==> src/rtl/ecc_pkg.sv <==
// ecc_pkg: shared ECC(38,32) constants, column codes and check-bit function
// ECC_DW/ECC_CW: data/check widths; ECC_INV: check-bit inversion constant
// ECC_H[k]: syndrome column for data bit k; ecc_chk(d): encoder check bits
package ecc_pkg;
    localparam int ECC_DW = 32;
    localparam int ECC_CW = 6;
    localparam logic [ECC_CW-1:0] ECC_INV = 6'b010101;
    localparam logic [ECC_DW-1:0][ECC_CW-1:0] ECC_H = {
        6'b110000, 6'b101000, 6'b100100, 6'b100010, 6'b100001,
        6'b011000, 6'b010100, 6'b010010, 6'b010001,
        6'b001100, 6'b001010, 6'b001001,
        6'b000110, 6'b000101, 6'b000011,
        6'b110100, 6'b110010, 6'b110001, 6'b101100,
        6'b101001, 6'b100110, 6'b100101, 6'b100011,
        6'b011100, 6'b011010, 6'b011001, 6'b010110, 6'b010101,
        6'b010011, 6'b001110, 6'b001101, 6'b001011
    };

    function automatic logic [ECC_CW-1:0] ecc_chk(input logic [ECC_DW-1:0] d);
        logic [ECC_CW-1:0] c;
        c = '0;
        for (int k = 0; k < ECC_DW; k++) c ^= {ECC_CW{d[k]}} & ECC_H[k];
        return c ^ ECC_INV;
    endfunction
endpackage

==> src/rtl/ecc_syn_corr.sv <==
// ecc_syn_corr: combinational syndrome decode and single-bit correction
// syn_i: syndrome, data_i: raw data; data_o: corrected data (raw on UE)
// sbe_o: single data/check bit error corrected, ue_o: uncorrectable
module ecc_syn_corr
    import ecc_pkg::*;
(
    input  logic [ECC_CW-1:0] syn_i,
    input  logic [ECC_DW-1:0] data_i,
    output logic [ECC_DW-1:0] data_o,
    output logic              sbe_o,
    output logic              ue_o
);
    logic [ECC_DW-1:0] flip;
    logic              chk_err;

    always_comb begin
        flip = '0;
        for (int k = 0; k < ECC_DW; k++) flip[k] = (syn_i == ECC_H[k]);
    end

    // a one-hot syndrome points at a check bit, so data needs no fix
    assign chk_err = (syn_i != '0) && ((syn_i & (syn_i - 6'd1)) == '0);
    assign data_o  = data_i ^ flip;
    assign sbe_o   = (|flip) | chk_err;
    assign ue_o    = (syn_i != '0) & ~sbe_o;
endmodule

==> src/rtl/ecc_dec_module.sv <==
// ecc_dec_module: 2-stage pipelined ECC(38,32) decoder/corrector with stats
// in_valid/in_ready/in_code: codeword input ([37:32] check, [31:0] data)
// out_valid/out_ready/out_data/out_sbe/out_ue/out_syn: decoded result
// cnt_clr: clears counters and log; sbe_cnt/ue_cnt: saturating counts
// log_vld/log_syn: sticky syndrome of first erroneous word since clear
module ecc_dec_module
    import ecc_pkg::*;
#(
    parameter int CNT_W = 16
) (
    input  logic                clk,
    input  logic                rst,
    input  logic                in_valid,
    output logic                in_ready,
    input  logic [37:0]         in_code,
    output logic                out_valid,
    input  logic                out_ready,
    output logic [ECC_DW-1:0]   out_data,
    output logic                out_sbe,
    output logic                out_ue,
    output logic [ECC_CW-1:0]   out_syn,
    input  logic                cnt_clr,
    output logic [CNT_W-1:0]    sbe_cnt,
    output logic [CNT_W-1:0]    ue_cnt,
    output logic                log_vld,
    output logic [ECC_CW-1:0]   log_syn
);
    logic              s1_vld_q, out_valid_q, out_sbe_q, out_ue_q, log_vld_q, log_vld_d;
    logic [37:0]       s1_code_q;
    logic [ECC_CW-1:0] s1_syn_q, out_syn_q, log_syn_q, log_syn_d;
    logic [ECC_DW-1:0] out_data_q, corr_data;
    logic              corr_sbe, corr_ue, en1, en2, xfer;
    logic [CNT_W-1:0]  sbe_cnt_q, sbe_cnt_d, ue_cnt_q, ue_cnt_d;

    assign en2      = ~out_valid_q | out_ready;
    assign en1      = ~s1_vld_q | en2;
    assign in_ready = en1;
    assign xfer     = out_valid_q & out_ready;

    ecc_syn_corr u_corr (
        .syn_i  (s1_syn_q),
        .data_i (s1_code_q[ECC_DW-1:0]),
        .data_o (corr_data),
        .sbe_o  (corr_sbe),
        .ue_o   (corr_ue)
    );

    always_comb begin
        sbe_cnt_d = cnt_clr ? '0 : (xfer & out_sbe_q & ~&sbe_cnt_q) ? sbe_cnt_q + CNT_W'(1) : sbe_cnt_q;
        ue_cnt_d  = cnt_clr ? '0 : (xfer & out_ue_q & ~&ue_cnt_q) ? ue_cnt_q + CNT_W'(1) : ue_cnt_q;
        log_vld_d = cnt_clr ? 1'b0 : log_vld_q | (xfer & (out_sbe_q | out_ue_q));
        log_syn_d = cnt_clr ? '0 : (xfer & (out_sbe_q | out_ue_q) & ~log_vld_q) ? out_syn_q : log_syn_q;
    end

    always_ff @(posedge clk) begin
        if (rst) begin
            s1_vld_q    <= 1'b0;
            s1_code_q   <= '0;
            s1_syn_q    <= '0;
            out_valid_q <= 1'b0;
            out_data_q  <= '0;
            out_sbe_q   <= 1'b0;
            out_ue_q    <= 1'b0;
            out_syn_q   <= '0;
            sbe_cnt_q   <= '0;
            ue_cnt_q    <= '0;
            log_vld_q   <= 1'b0;
            log_syn_q   <= '0;
        end else begin
            if (en1) begin
                s1_vld_q  <= in_valid;
                s1_code_q <= in_code;
                s1_syn_q  <= in_code[37:32] ^ ecc_chk(in_code[ECC_DW-1:0]);
            end
            if (en2) begin
                out_valid_q <= s1_vld_q;
                out_data_q  <= corr_data;
                out_sbe_q   <= corr_sbe;
                out_ue_q    <= corr_ue;
                out_syn_q   <= s1_syn_q;
            end
            sbe_cnt_q <= sbe_cnt_d;
            ue_cnt_q  <= ue_cnt_d;
            log_vld_q <= log_vld_d;
            log_syn_q <= log_syn_d;
        end
    end

    assign out_valid = out_valid_q;
    assign out_data  = out_data_q;
    assign out_sbe   = out_sbe_q;
    assign out_ue    = out_ue_q;
    assign out_syn   = out_syn_q;
    assign sbe_cnt   = sbe_cnt_q;
    assign ue_cnt    = ue_cnt_q;
    assign log_vld   = log_vld_q;
    assign log_syn   = log_syn_q;
endmodule
==> config.mk <==
export PLATFORM = sky130hd
export DESIGN_NAME = ecc_dec_module
export DESIGN_NICKNAME = d
export VERILOG_FILES = /design/src/rtl/ecc_pkg.sv /design/src/rtl/ecc_syn_corr.sv /design/src/rtl/ecc_dec_module.sv
export SDC_FILE = /design/constraint.sdc
export NUM_CORES = 1
export LEC_CHECK = 0
export ABC_AREA = 1
export CAP_MARGIN = 20
export CORE_MARGIN = 8
export CORE_UTILIZATION = 40
export DETAILED_ROUTE_END_ITERATION = 10
export GPL_ROUTABILITY_DRIVEN = 0
export HOLD_SLACK_MARGIN = 0.12
export PLACE_DENSITY = 0.61
export SYNTH_ARGS = -nofsm -noshare
export SYNTH_HDL_FRONTEND = slang
export SYNTH_HIERARCHICAL = 1
export SYNTH_SLANG_ARGS = --single-unit
==> constraint.sdc <==
create_clock -name clk -period 3.7 [get_ports clk]
set_input_delay 0.74 -clock clk [delete_from_list [all_inputs] [get_ports clk]]
set_output_delay 0.74 -clock clk [all_outputs]
set_load 0.03 [all_outputs]
* Word-level counts from Yosys, hierarchy flattened *
Index checks and enable logic that the tools add are counted.

word-level totals
  input bits = 43
  output and inout port bits = 81
  flip-flop bits (word level) = 119

operators by class
  add/subtract/negate cells = 3
  bitwise operators = 52
  equality and inequality tests = 32
  reductions and logical operators = 9

operators by type and width
  operator               count
  $eq 6x6->1 const B     13
  $xor 6x6->6            13
  $eq 6x5->1 const B     10
  $eq 6x4->1 const B     6
  $add 16x1->16 const B  2
  $reduce_and 16->1      2
  $reduce_or 32->1       1
  $xor 32x32->32         1
  $xor 5x5->5            5
  $xor 6x5->6            4
  $xor 6x4->6            3
  $eq 6x3->1 const B     2
  $xor 6x3->6            2
  $and 1x1->1            8
  $xor 4x4->4            2
  $and 6x6->6            1
  $eq 6x2->1 const B     1
  $logic_not 6->1        1
  $reduce_bool 6->1      1
  $sub 6x1->6 const B    1
  $xor 5x6->6            1
  $xor 6x2->6            1
  $or 1x1->1             5
  $xor 4x5->5            1
  5 further kinds        9

* Longest topological paths before layout *
  depth after elaboration = 33
  depth in mapped cells = 14
  depth with buffers taken out = 14

* Hierarchy *
Netlist, hierarchy kept.

by module, submodules not included
  module          cells an instance  times used  area an instance (µm²)
  ecc_dec_module  857                1           5863.1
  ecc_syn_corr    130                1           735.7

* Least setup slack after synthesis *
Ideal clock, no wire load.

  path kind = input port to output port
  start point = input out_ready
  end point = output in_ready
  slack = 1.532 ns
  data arrival time = 1.428 ns
  cell stages on the path = 6
  cell sequence = nor2_4 inv_2 nor2_4 inv_2 buf_2 buf_2

on the way
  cells in the longest elaborated chain, start to end = 2

RTL lines
  what             RTL line              source
  start, declared  ecc_dec_module.sv:17  input logic out_ready,
  $or 1x1->1       ecc_dec_module.sv:35  assign en2 = ~out_valid_q | out_ready;
  $or 1x1->1       ecc_dec_module.sv:36  assign en1 = ~s1_vld_q | en2;
  end, declared    ecc_dec_module.sv:14  output logic in_ready,

No other way between the ends.

* Final worst setup path *
Same ends and word-level chain as after synthesis.

==> impl_metrics.json <==
{
  "rows": 47,
  "fill_cells": 1688,
  "fin_crit_ns": 2.96,
  "synth_warnings": 6,
  "hold_viol": 0,
  "setup_viol": 0,
  "cts.sinks": 119,
  "die_h_um": 144,
  "numCtsBuffers": 17,
  "tns_ns": 0,
  "areaGrowthSynthToFinish_pct": 28.9,
  "die_width_um": 144,
  "dr.pass1.iters": 5,
  "initialDrtViolationCount": 423,
  "instances_no_fill": 1332,
  "outcome": "finished, final reports clean",
  "worst_pin_slew_ns": 0.799,
  "cts.clk_slew.worst_paths_ns": 0.05,
  "drcViolationCount": 0,
  "drt-vias-per-instance": 4.85,
  "multi_input_area_um2": 3600,
  "crit_fanout": 3,
  "criticalPathCategory": "input pin to output port",
  "syn_area_per_cell_um2": 6.69,
  "slew_headroom_pct": 46.5,
  "syn-cell-area_um2": 6600,
  "fin_skew_ns": 0.00544,
  "grtUsageTotal_pct": 18.5,
  "reg2reg_from": "s1_syn_q[0]$_SDFFE_PP0P_",
  "ioPinCount": 124,
  "leakagePower_nw": 3.75,
  "arrival_ns": 2.22,
  "final_nets": 1144,
  "rsz0062_at_grt": "false",
  "io_buffers": 123,
  "crit_path_max_incr_delay_ns": 0.68,
  "seq_area_frac_synth_pct": 36.1,
  "max_freq_ghz": 0.337,
  "min_path_cells": 2,
  "ys.flop_type": "dfxtp_1",
  "power.total_w": 0.00364,
  "ant_nets": 0,
  "syn_inst": 987,
  "worstSkewPairLatency_ns": 0.41,
  "htreeDepth": 4,
  "diodes": 0,
  "grt_pass1_vias": 6080,
  "endpoint_kind": "output port",
  "rrSetupSlack_ns": 1.59,
  "post-dp-hpwl_um": 14400,
  "drive_gt1_share_pct": 6.38,
  "ctsHoldBuffers": 0,
  "rr_endpoint": "out_ue$_SDFFE_PP0P_",
  "synth_seq_cells": 119,
  "grt_max_degree": 66,
  "clockBufferDepth": 2,
  "path_cells": "clkdlybuf4s50_1, nor2_4, inv_2, nor2_4, inv_2, clkdlybuf4s50_1",
  "slew_viol_final": 0,
  "vdd_drop_max_v": 0.000230,
  "yosys.cell_types.count": 37,
  "core-area_um2": 16300,
  "postCtsSetupRepairBufs": 0,
  "drv_cap": 0,
  "grt_pass1_wl_um": 30200,
  "r2r.worst_path.cells": 10,
  "powerDensity_nw_per_um2": 427,
  "critPathRequiredTime_ns": 2.96,
  "cp-start-kind": "input pin",
  "fin_crit_sh_pct": 80.1,
  "synthArstFlopShare_pct": 0,
  "wl_per_cell_um": 13.9,
  "grt_overflow": 0,
  "place_inst": 1300,
  "holdCritStartpoint": "log_vld$_SDFF_PP0_",
  "die-area_um2": 20900,
  "cts_root_buf": "clkbuf_16",
  "hp-class": "flip-flop to flip-flop",
  "cts_tree": "done",
  "design_area_um2": 8510,
  "wl_um": 18500,
  "regArea_um2": 2380,
  "ctsResizeCount": 0,
  "vias": 6460,
  "antenna_found_initial": 0,
  "placed_area_um2": 7980,
  "syn_nets": 1032,
  "start_util_pct": 40.4,
  "crit_path_top_delay_cell": "clkdlybuf4s50_1",
  "synth_edf_count": 0,
  "worstHoldEndpoint": "log_vld$_SDFF_PP0_"
}
## state kept, by name (all words and copies together) (netlist names)
| register | cells |
|---|---|
| out_ue | 1 |
| s1_vld_q | 1 |
| ue_cnt | 16 |
| s1_code_q | 32 |
| log_syn | 6 |
| sbe_cnt | 16 |
| log_vld | 1 |
| out_sbe | 1 |
| s1_syn_q | 6 |
| out_data | 32 |
| out_valid | 1 |
| out_syn | 6 |
## cell usage in the layout, fill, tap and decap left out, drive strengths merged
cell and n:
a211oi 1, a21oi 52, a31oi 2, buf 8, clkbuf 19, clkdlybuf4s50 123
clkinv 7, clkinvlp 6, dfxtp 119, ha 2, inv 114, nand2 194
nand3 78, nand3b 7, nand4 9, nor2 180, nor3 10, nor3b 1
nor4 3, o21a 2, o21ai 98, o21ba 1, or2 2, xnor2 53
xor2 21
## power breakdown
group          total [W]  switching, W  internal [W]  leakage [nW]
Sequential       0.00143     0.0000685       0.00136         0.977
Combinational   0.000762      0.000471      0.000292          2.52
Clock            0.00144      0.000580      0.000862         0.246
Total            0.00364       0.00112       0.00252          3.75
## Yosys cell counts (3+ instances only)
| library cell | number | share of area (%) |
|---|---|---|
| clkbuf_1 | 18 | 1.0 |
| buf_2 | 15 | 1.1 |
| xnor2_1 | 53 | 7.0 |
| nor3_2 | 4 | 0.61 |
| nand3_2 | 3 | 0.46 |
| inv_1 | 111 | 6.3 |
| nor2_4 | 4 | 0.68 |
| o21ai_1 | 3 | 0.23 |
| nand3b_1 | 7 | 0.80 |
| o21ai_0 | 95 | 7.2 |
| nand4_1 | 9 | 0.85 |
| nor2_1 | 169 | 9.6 |
| nand2_1 | 191 | 11 |
| nor3_1 | 4 | 0.30 |
| nand3_1 | 75 | 5.7 |
| nor2_2 | 7 | 0.66 |
| xor2_1 | 20 | 2.7 |
| dfxtp_1 | 119 | 36 |
| a21oi_1 | 50 | 3.8 |
| buf_6 | 3 | 0.51 |
## worst max path at each step
stage	from	to	slack, ns	cells after the start
after floorplan	out_ready	in_ready	1.53	6
after global placement	out_ready	in_ready	0.74	6
after detailed placement	out_ready	in_ready	0.74	6
after CTS	out_ready	in_ready	0.72	6
after global routing	out_ready	in_ready	0.66	6
final	out_ready	in_ready	0.74	6
## worst max-delay path, delay by kind of cell
family,cells,cell delay [ns]
and+or+nand+nor,2,0.11
buffers and inverters,4,1.37
## logic make-up after synthesis
logic type / count (synthesis) / share of synthesized area [%]
simple gates: 484 / 32.1
compound gates: 156 / 12.2
buf+inv: 152 / 9.35
flops: 119 / 36.1
xor+xnor: 74 / 9.94
fa+ha+maj: 2 / 0.379
## metal layers
metal  GRT usage [%]  vias up  part of all wire (%)  routed length (um)
met3            3.90       19                   5.9                1090
li1                -     3357                     -                   -
met2            31.1      180                    48                8830
met1            22.6     2904                    45                8260
met5               0        -                     0                   0
met4            6.79        0                   1.8                 329
## metrics by stage
stage | util [%] | hold WS [ns] | setup slack (ns)
final | 52.0 | 0.463 | 0.737
after floorplan | - | 0.477 | 1.53
after global placement | 48.8 | 0.450 | 0.739
after CTS | 52.0 | 0.462 | 0.721
after global routing | 52.0 | 0.496 | 0.663
after detailed placement | 48.8 | 0.454 | 0.736
## cell type report
type	count	share of cell area, %
tap	220	3.24
clock inverter	13	0.986
sequential	119	28.0
timing repair buffer	131	15.2
inverter	114	5.06
clock buffer	19	5.21
multi-input combinational	716	42.3
Note: power is estimated with default switching activity, not from simulation.
